`src/rtl/score_digit_mux.sv`:
```
// Two-digit BCD score keeper for left/right players with win detection, and a
// time-multiplexed digit select/value feed for the downstream seven-segment decoder.
module score_digit_mux #(
  parameter int REFRESH_DIV = 100000,
  parameter int WIN_SCORE   = 11
) (
  input  logic       clk,
  input  logic       rst_n,
  input  logic       score_l,
  input  logic       score_r,
  input  logic       clear,
  output logic [1:0] tog,
  output logic [3:0] num,
  output logic       game_over,
  output logic [1:0] winner
);

  localparam int            CW      = $clog2(REFRESH_DIV);
  localparam logic [CW-1:0] CNT_MAX = CW'(REFRESH_DIV - 1);
  localparam logic [6:0]    WIN     = 7'(WIN_SCORE);

  typedef enum logic {PLAY = 1'b0, OVER = 1'b1} state_t;

  state_t        state, state_nxt;
  logic          scl_p1, scr_p1, arm_p1, evl_p1, evr_p1;
  logic [7:0]    score_lq, score_rq;
  logic          hit_l, hit_r, frozen;
  logic [1:0]    winner_nxt;
  logic [CW-1:0] cnt;
  logic [1:0]    tog_nxt;
  logic [3:0]    dig;

  function automatic logic [7:0] bcd_inc(input logic [7:0] v);
    if (v[3:0] >= 4'd9) return {v[7:4] + 4'd1, 4'd0};
    else                return {v[7:4], v[3:0] + 4'd1};
  endfunction

  function automatic logic [6:0] bcd_val(input logic [7:0] v);
    return 7'(v[7:4]) * 7'd10 + 7'(v[3:0]);
  endfunction

  function automatic logic [3:0] sat9(input logic [3:0] d);
    return (d > 4'd9) ? 4'd9 : d;
  endfunction

  // Stage p1: edge detect; arm_p1 keeps an input already high at reset release from counting
  always_ff @(posedge clk or negedge rst_n) begin
    if (!rst_n) begin
      scl_p1 <= 1'b0;
      scr_p1 <= 1'b0;
      arm_p1 <= 1'b0;
      evl_p1 <= 1'b0;
      evr_p1 <= 1'b0;
    end else begin
      scl_p1 <= score_l;
      scr_p1 <= score_r;
      arm_p1 <= 1'b1;
      evl_p1 <= arm_p1 & score_l & ~scl_p1 & ~clear;
      evr_p1 <= arm_p1 & score_r & ~scr_p1 & ~clear;
    end
  end

  assign hit_l  = (bcd_val(score_lq) == WIN);
  assign hit_r  = (bcd_val(score_rq) == WIN);
  // A score sitting at WIN_SCORE blocks further counting before the state catches up
  assign frozen = (state == OVER) | hit_l | hit_r;

  // Stage p2: score registers
  always_ff @(posedge clk or negedge rst_n) begin
    if (!rst_n) begin
      score_lq <= 8'h00;
      score_rq <= 8'h00;
    end else if (clear) begin
      score_lq <= 8'h00;
      score_rq <= 8'h00;
    end else if (!frozen) begin
      if (evl_p1) score_lq <= bcd_inc(score_lq);
      if (evr_p1) score_rq <= bcd_inc(score_rq);
    end
  end

  always_comb begin
    state_nxt  = state;
    winner_nxt = winner;
    case (state)
      PLAY: if ((hit_l | hit_r) && !clear) begin
        state_nxt  = OVER;
        winner_nxt = {hit_r, hit_l};
      end
      OVER: if (!hit_l && !hit_r) begin
        state_nxt  = PLAY;
        winner_nxt = 2'b00;
      end
      default: state_nxt = PLAY;
    endcase
  end

  // Stage p3: game state, flags
  always_ff @(posedge clk or negedge rst_n) begin
    if (!rst_n) begin
      state     <= PLAY;
      winner    <= 2'b00;
      game_over <= 1'b0;
    end else begin
      state     <= state_nxt;
      winner    <= winner_nxt;
      game_over <= (state_nxt == OVER);
    end
  end

  assign tog_nxt = (cnt == CNT_MAX) ? tog + 2'd1 : tog;

  always_comb begin
    dig = 4'd0;
    case (tog_nxt)
      2'd0: dig = score_rq[3:0];
      2'd1: dig = score_rq[7:4];
      2'd2: dig = score_lq[3:0];
      2'd3: dig = score_lq[7:4];
      default: dig = 4'd0;
    endcase
  end

  // Display stage: num follows the next digit select so both change on one edge
  always_ff @(posedge clk or negedge rst_n) begin
    if (!rst_n) begin
      cnt <= '0;
      tog <= 2'd0;
      num <= 4'd0;
    end else begin
      cnt <= (cnt == CNT_MAX) ? '0 : cnt + CW'(1);
      tog <= tog_nxt;
      num <= sat9(dig);
    end
  end

endmodule

```
`config.mk`:
```
export PLATFORM = sky130hd
export DESIGN_NAME = score_digit_mux
export DESIGN_NICKNAME = d
export VERILOG_FILES = /design/src/rtl/score_digit_mux.sv
export SDC_FILE = /design/constraint.sdc
export NUM_CORES = 1
export LEC_CHECK = 0
export CORE_AREA = 2 2 81 91
export CTS_BUF_LIST = sky130_fd_sc_hd__clkbuf_16
export CTS_CLUSTER_DIAMETER = 200
export DETAILED_ROUTE_END_ITERATION = 16
export DIE_AREA = 0 0 83 93
export PLACE_DENSITY_LB_ADDON = 0.1
export RECOVER_POWER = 100
export SYNTH_ARGS = -nofsm -noshare
export SYNTH_HDL_FRONTEND = slang
export SYNTH_SLANG_ARGS = --single-unit
```
`constraint.sdc`:
```
create_clock -name clk -period 4.58 [get_ports clk]
set_clock_uncertainty 0.2 [all_clocks]
set_input_delay 0.916 -clock clk [delete_from_list [all_inputs] [get_ports clk]]
set_output_delay 0.916 -clock clk [all_outputs]
set_load 0.005 [all_outputs]
```
==> flow_summary.ini <==
[status]
run_status = finished with violations
failing_checks = capacitance limit, slew limit

[place]
place_congestion = 0.8137
number_of_buffer_cells_added_on_primary_ports = 13
hpwlAfterDp_mm = 4.567

[sta]
achievable-frequency_mhz = 298.0
timing_hold_violations_final = 0
tightest_slew_ns = 2.530
fin_crit_ns = 3.356
layout_worst_path_cycle_share = 0.7328
setup_violations = 0
setup_repair_after_global_routing_missed_its_margin = false
holdWs_ns = 0.1998
slew_violations = 48
slew_headroom = -0.6870
setup_tns_ns = 0

[logic_synthesis]
yosysWarningCount = 0
avgSynthCellArea_um2 = 9.659
ys_dominant_reg_cell = sky130_fd_sc_hd__dfrtp_1
synth.yosys.seq_area_share = 0.3966
synthesis.instances = 307
asyncSetResetFlopFracSynth = 1.000
post_synth_instance_area_um2 = 2965
yosys_register_bits = 47
post_synth_edffs = 0
yosys.cell_types.count = 52
synth_fp_nets = 337

[setup_path]
worstSetupStartpointType = flip-flop
critical_path_peak_fanout = 18
timing.rr.start = score_lq[5]$_DFFE_PN0P_
timing.critical_path.required_ns = 4.55
setup_slack_of_the_worst_register_to_register_path_ns = 1.22
timing_worst_setup_path_type = reg2reg
worst_r2r_endpoint = score_lq[4]$_DFFE_PN0P_
crit_arrival_ns = 3.32
reg2reg_depth = 9
cp-end-kind = flip-flop

[pwr]
clock_power_share = 0.480
p_leak_nw = 1.498
pwr_density_cell_nw_per_um2 = 258.2
switchingPower_w = 0.0001760
vdd_ir_drop_max_mv = 0.1550
internal_power_of_the_cells_w = 0.0006791
share_comb_of_total_power = 0.029
power.switching_fraction = 0.2059
share_seq_of_total_power = 0.492

[global_route]
wire_length_of_the_first_global_routing_pass_mm = 11.23
groute.usage.overall = 0.1799
antenna_violations_before_repair = 0
grt_overflow_total = 0
grt_pass1_vias = 2306
grt_start_max_net_pins = 48

[drt]
detail_route.wl_per_cell_um = 15.71
routed_via_density = 5.746
detail_route.iter0.violations = 187
ant_nets = 0
detail_route.first_pass.iterations = 4
routed_wirelength_mm = 6.377
detail_route.drc_violations = 0
vias = 2333

[clocking]
clockRootBuffer = sky130_fd_sc_hd__clkbuf_16
max-clock-path-buffers = 2
cts.reportedPaths.clkPinSlew_ns = 0.07
post_cts_resized = 0
cts_tree = yes
cts_hold_repair.buffers = 0
clkSinkCount = 47
cts_post_setup_buffers_inserted = 0
clk_lat_worst_skew_ns = 0.28
clock_tree.htree_level_count = 2
numCtsBuffers = 5

[finish]
nets = 350
signed_area_change_from_the_synthesized_netlist_to_the_final_layout_pct = 11.69
num_antenna_cells = 0
drive_gt1_frac = 0.04050

[floorplanning]
die_height_um = 93
die-width_um = 83
core_um2 = 6847
initial_utilization = 0.4331
fp.dieArea_um2 = 7719
placementRows = 32
ports_placed_on_the_boundary = 14

[hold_path]
min_delay_worst_endpoint = evr_p1$_DFF_PN0_
hold_depth = 1
hold_path_startpoint = scr_p1$_DFF_PN0_
worstHoldPathType = reg2reg

[job]
max-cap-violations = 1
## sequential cells by signal, indices dropped and copies added, names as in the netlist
signal / count
state: 1
winner: 2
evl_p1: 1
tog: 2
num: 4
cnt: 17
scr_p1: 1
score_lq: 8
arm_p1: 1
evr_p1: 1
scl_p1: 1
score_rq: 8
## metal layers
layer,global-route usage,up-vias,share of wire
li1,-,1133,-
met1,0.2370,1143,0.46
met2,0.3031,51,0.49
met3,0.03266,6,0.039
met4,0.05464,0,0.011
met5,0,-,0
## cell usage in the layout, fill, tap and decap left out, types with 4 or more instances in the layout
master and count:
sky130_fd_sc_hd__dfrtp_1 47, sky130_fd_sc_hd__nor2_1 26, sky130_fd_sc_hd__nand2_1 25, sky130_fd_sc_hd__inv_1 22, sky130_fd_sc_hd__ha_1 21, sky130_fd_sc_hd__nand3_1 13
sky130_fd_sc_hd__dlygate4sd3_1 12, sky130_fd_sc_hd__nor2b_1 10, sky130_fd_sc_hd__xnor2_1 10, sky130_fd_sc_hd__nand4_1 9, sky130_fd_sc_hd__xor2_1 9, sky130_fd_sc_hd__a21oi_1 9
sky130_fd_sc_hd__o21ai_0 8, sky130_fd_sc_hd__and3_1 8, sky130_fd_sc_hd__nor3_1 7, sky130_fd_sc_hd__o41ai_1 6, sky130_fd_sc_hd__o31ai_1 6, sky130_fd_sc_hd__mux2i_1 5
sky130_fd_sc_hd__or3_1 5, sky130_fd_sc_hd__clkbuf_16 5, sky130_fd_sc_hd__mux2_1 4, sky130_fd_sc_hd__o311ai_0 4, sky130_fd_sc_hd__fa_1 4
## Yosys cell counts, types with 2 or more instances
library cell / count / area, µm²
sky130_fd_sc_hd__a21boi_1: 2 / 15.01
sky130_fd_sc_hd__or3_1: 5 / 31.28
sky130_fd_sc_hd__and3_1: 8 / 50.05
sky130_fd_sc_hd__o311ai_1: 6 / 52.55
sky130_fd_sc_hd__nor4bb_1: 2 / 20.02
sky130_fd_sc_hd__a22oi_1: 2 / 15.01
sky130_fd_sc_hd__nor3_1: 7 / 35.03
sky130_fd_sc_hd__o221ai_1: 2 / 17.52
sky130_fd_sc_hd__fa_1: 4 / 80.08
sky130_fd_sc_hd__nor2b_1: 10 / 62.56
sky130_fd_sc_hd__nor2_1: 26 / 97.59
sky130_fd_sc_hd__o31ai_1: 6 / 45.04
sky130_fd_sc_hd__dfrtp_1: 47 / 1176
sky130_fd_sc_hd__xor2_1: 9 / 78.83
sky130_fd_sc_hd__o21ai_0: 5 / 25.02
sky130_fd_sc_hd__mux2_1: 4 / 45.04
sky130_fd_sc_hd__o21ai_1: 2 / 10.01
sky130_fd_sc_hd__nand2_1: 25 / 93.84
sky130_fd_sc_hd__nand2b_1: 2 / 12.51
sky130_fd_sc_hd__mux2i_1: 5 / 50.05
sky130_fd_sc_hd__inv_1: 22 / 82.58
sky130_fd_sc_hd__nor4_1: 2 / 12.51
sky130_fd_sc_hd__a211oi_1: 2 / 15.01
sky130_fd_sc_hd__a22o_1: 2 / 17.52
sky130_fd_sc_hd__o41ai_1: 6 / 52.55
sky130_fd_sc_hd__a21oi_1: 9 / 45.04
sky130_fd_sc_hd__nand3_1: 13 / 65.06
sky130_fd_sc_hd__or4bb_1: 2 / 22.52
sky130_fd_sc_hd__clkbuf_1: 7 / 26.28
sky130_fd_sc_hd__ha_1: 21 / 262.8
sky130_fd_sc_hd__mux2_2: 2 / 22.52
sky130_fd_sc_hd__xnor2_1: 10 / 87.58
sky130_fd_sc_hd__a31oi_1: 3 / 18.77
sky130_fd_sc_hd__nand4_1: 9 / 56.30
## cells by family after synthesis
| family | after synthesis | synth area share |
|---|---|---|
| AOI/OAI and AO/OA | 52 | 0.1278 |
| and+or+nand+nor | 119 | 0.2135 |
| muxes | 12 | 0.04472 |
| xor gates and xnor gates | 19 | 0.05612 |
| adders and majority gates | 25 | 0.1156 |
| DFF | 47 | 0.3966 |
| buffers and inverters | 32 | 0.04431 |
| other | 1 | 0.001265 |
## power groups by stage
stage	Combinational [W]	Sequential, W	Clock (W)
2_1_floorplan	0.0000110	0.000428	0
5_1_grt	0.0000296	0.000421	0.000439
4_1_cts	0.0000269	0.000420	0.000424
3_5_place_dp	0.0000268	0.000429	0
3_3_place_gp	0.0000265	0.000428	0
6_report	0.0000244	0.000421	0.000410
## critical path, cell delays in order (launching register included)
cell and delay [ns]:
sky130_fd_sc_hd__dfrtp_1 0.46, sky130_fd_sc_hd__ha_1 0.32, sky130_fd_sc_hd__ha_1 0.14, sky130_fd_sc_hd__inv_1 0.04, sky130_fd_sc_hd__fa_1 0.48, sky130_fd_sc_hd__inv_1 0.05
sky130_fd_sc_hd__nor4b_1 0.38, sky130_fd_sc_hd__a22o_1 0.62, sky130_fd_sc_hd__nor3_1 0.19, sky130_fd_sc_hd__mux2_1 0.35
## area by class of cell
cell class              instances  area [µm²]
multi-input cells             228        1644
well taps                      85       106.4
clock inverters                 3       38.79
repair buffers                 16       138.9
inverters                      22       82.58
fillers                       668        3535
flip-flops and latches         47        1176
clock buffers                   5       125.1
## worst max path at each step
| stage | start | to | slack (ns) | depth (start not counted) |
|---|---|---|---|---|
| after floorplan | score_lq[5]$_DFFE_PN0P_ | winner[0]$_DFFE_PN0P_ | 1.55 | 11 |
| after global placement | score_lq[5]$_DFFE_PN0P_ | score_rq[4]$_DFFE_PN0P_ | 1.29 | 9 |
| after detailed placement | score_lq[5]$_DFFE_PN0P_ | score_lq[4]$_DFFE_PN0P_ | 1.23 | 9 |
| after CTS | score_lq[5]$_DFFE_PN0P_ | score_lq[4]$_DFFE_PN0P_ | 1.21 | 9 |
| after global routing | rst_n | cnt[9]$_DFF_PN0_ | 0.78 | 1 |
| final | score_lq[5]$_DFFE_PN0P_ | score_lq[4]$_DFFE_PN0P_ | 1.22 | 9 |
## per-stage QoR
step / cells / setup WS, ns / utilization / instance area, µm² / total power, W
2_1_floorplan: 307 / 1.550 / - / 2965 / 0.0004386
3_3_place_gp: 398 / 1.293 / 0.4631 / 3171 / 0.0004550
3_5_place_dp: 398 / 1.232 / 0.4631 / 3171 / 0.0004554
4_1_cts: 406 / 1.206 / 0.4870 / 3334 / 0.0008716
5_1_grt: 406 / 0.7761 / 0.4837 / 3312 / 0.0008896
6_report: 406 / 1.224 / 0.4837 / 3312 / 0.0008552
Note: power is estimated with default switching activity, not from simulation.
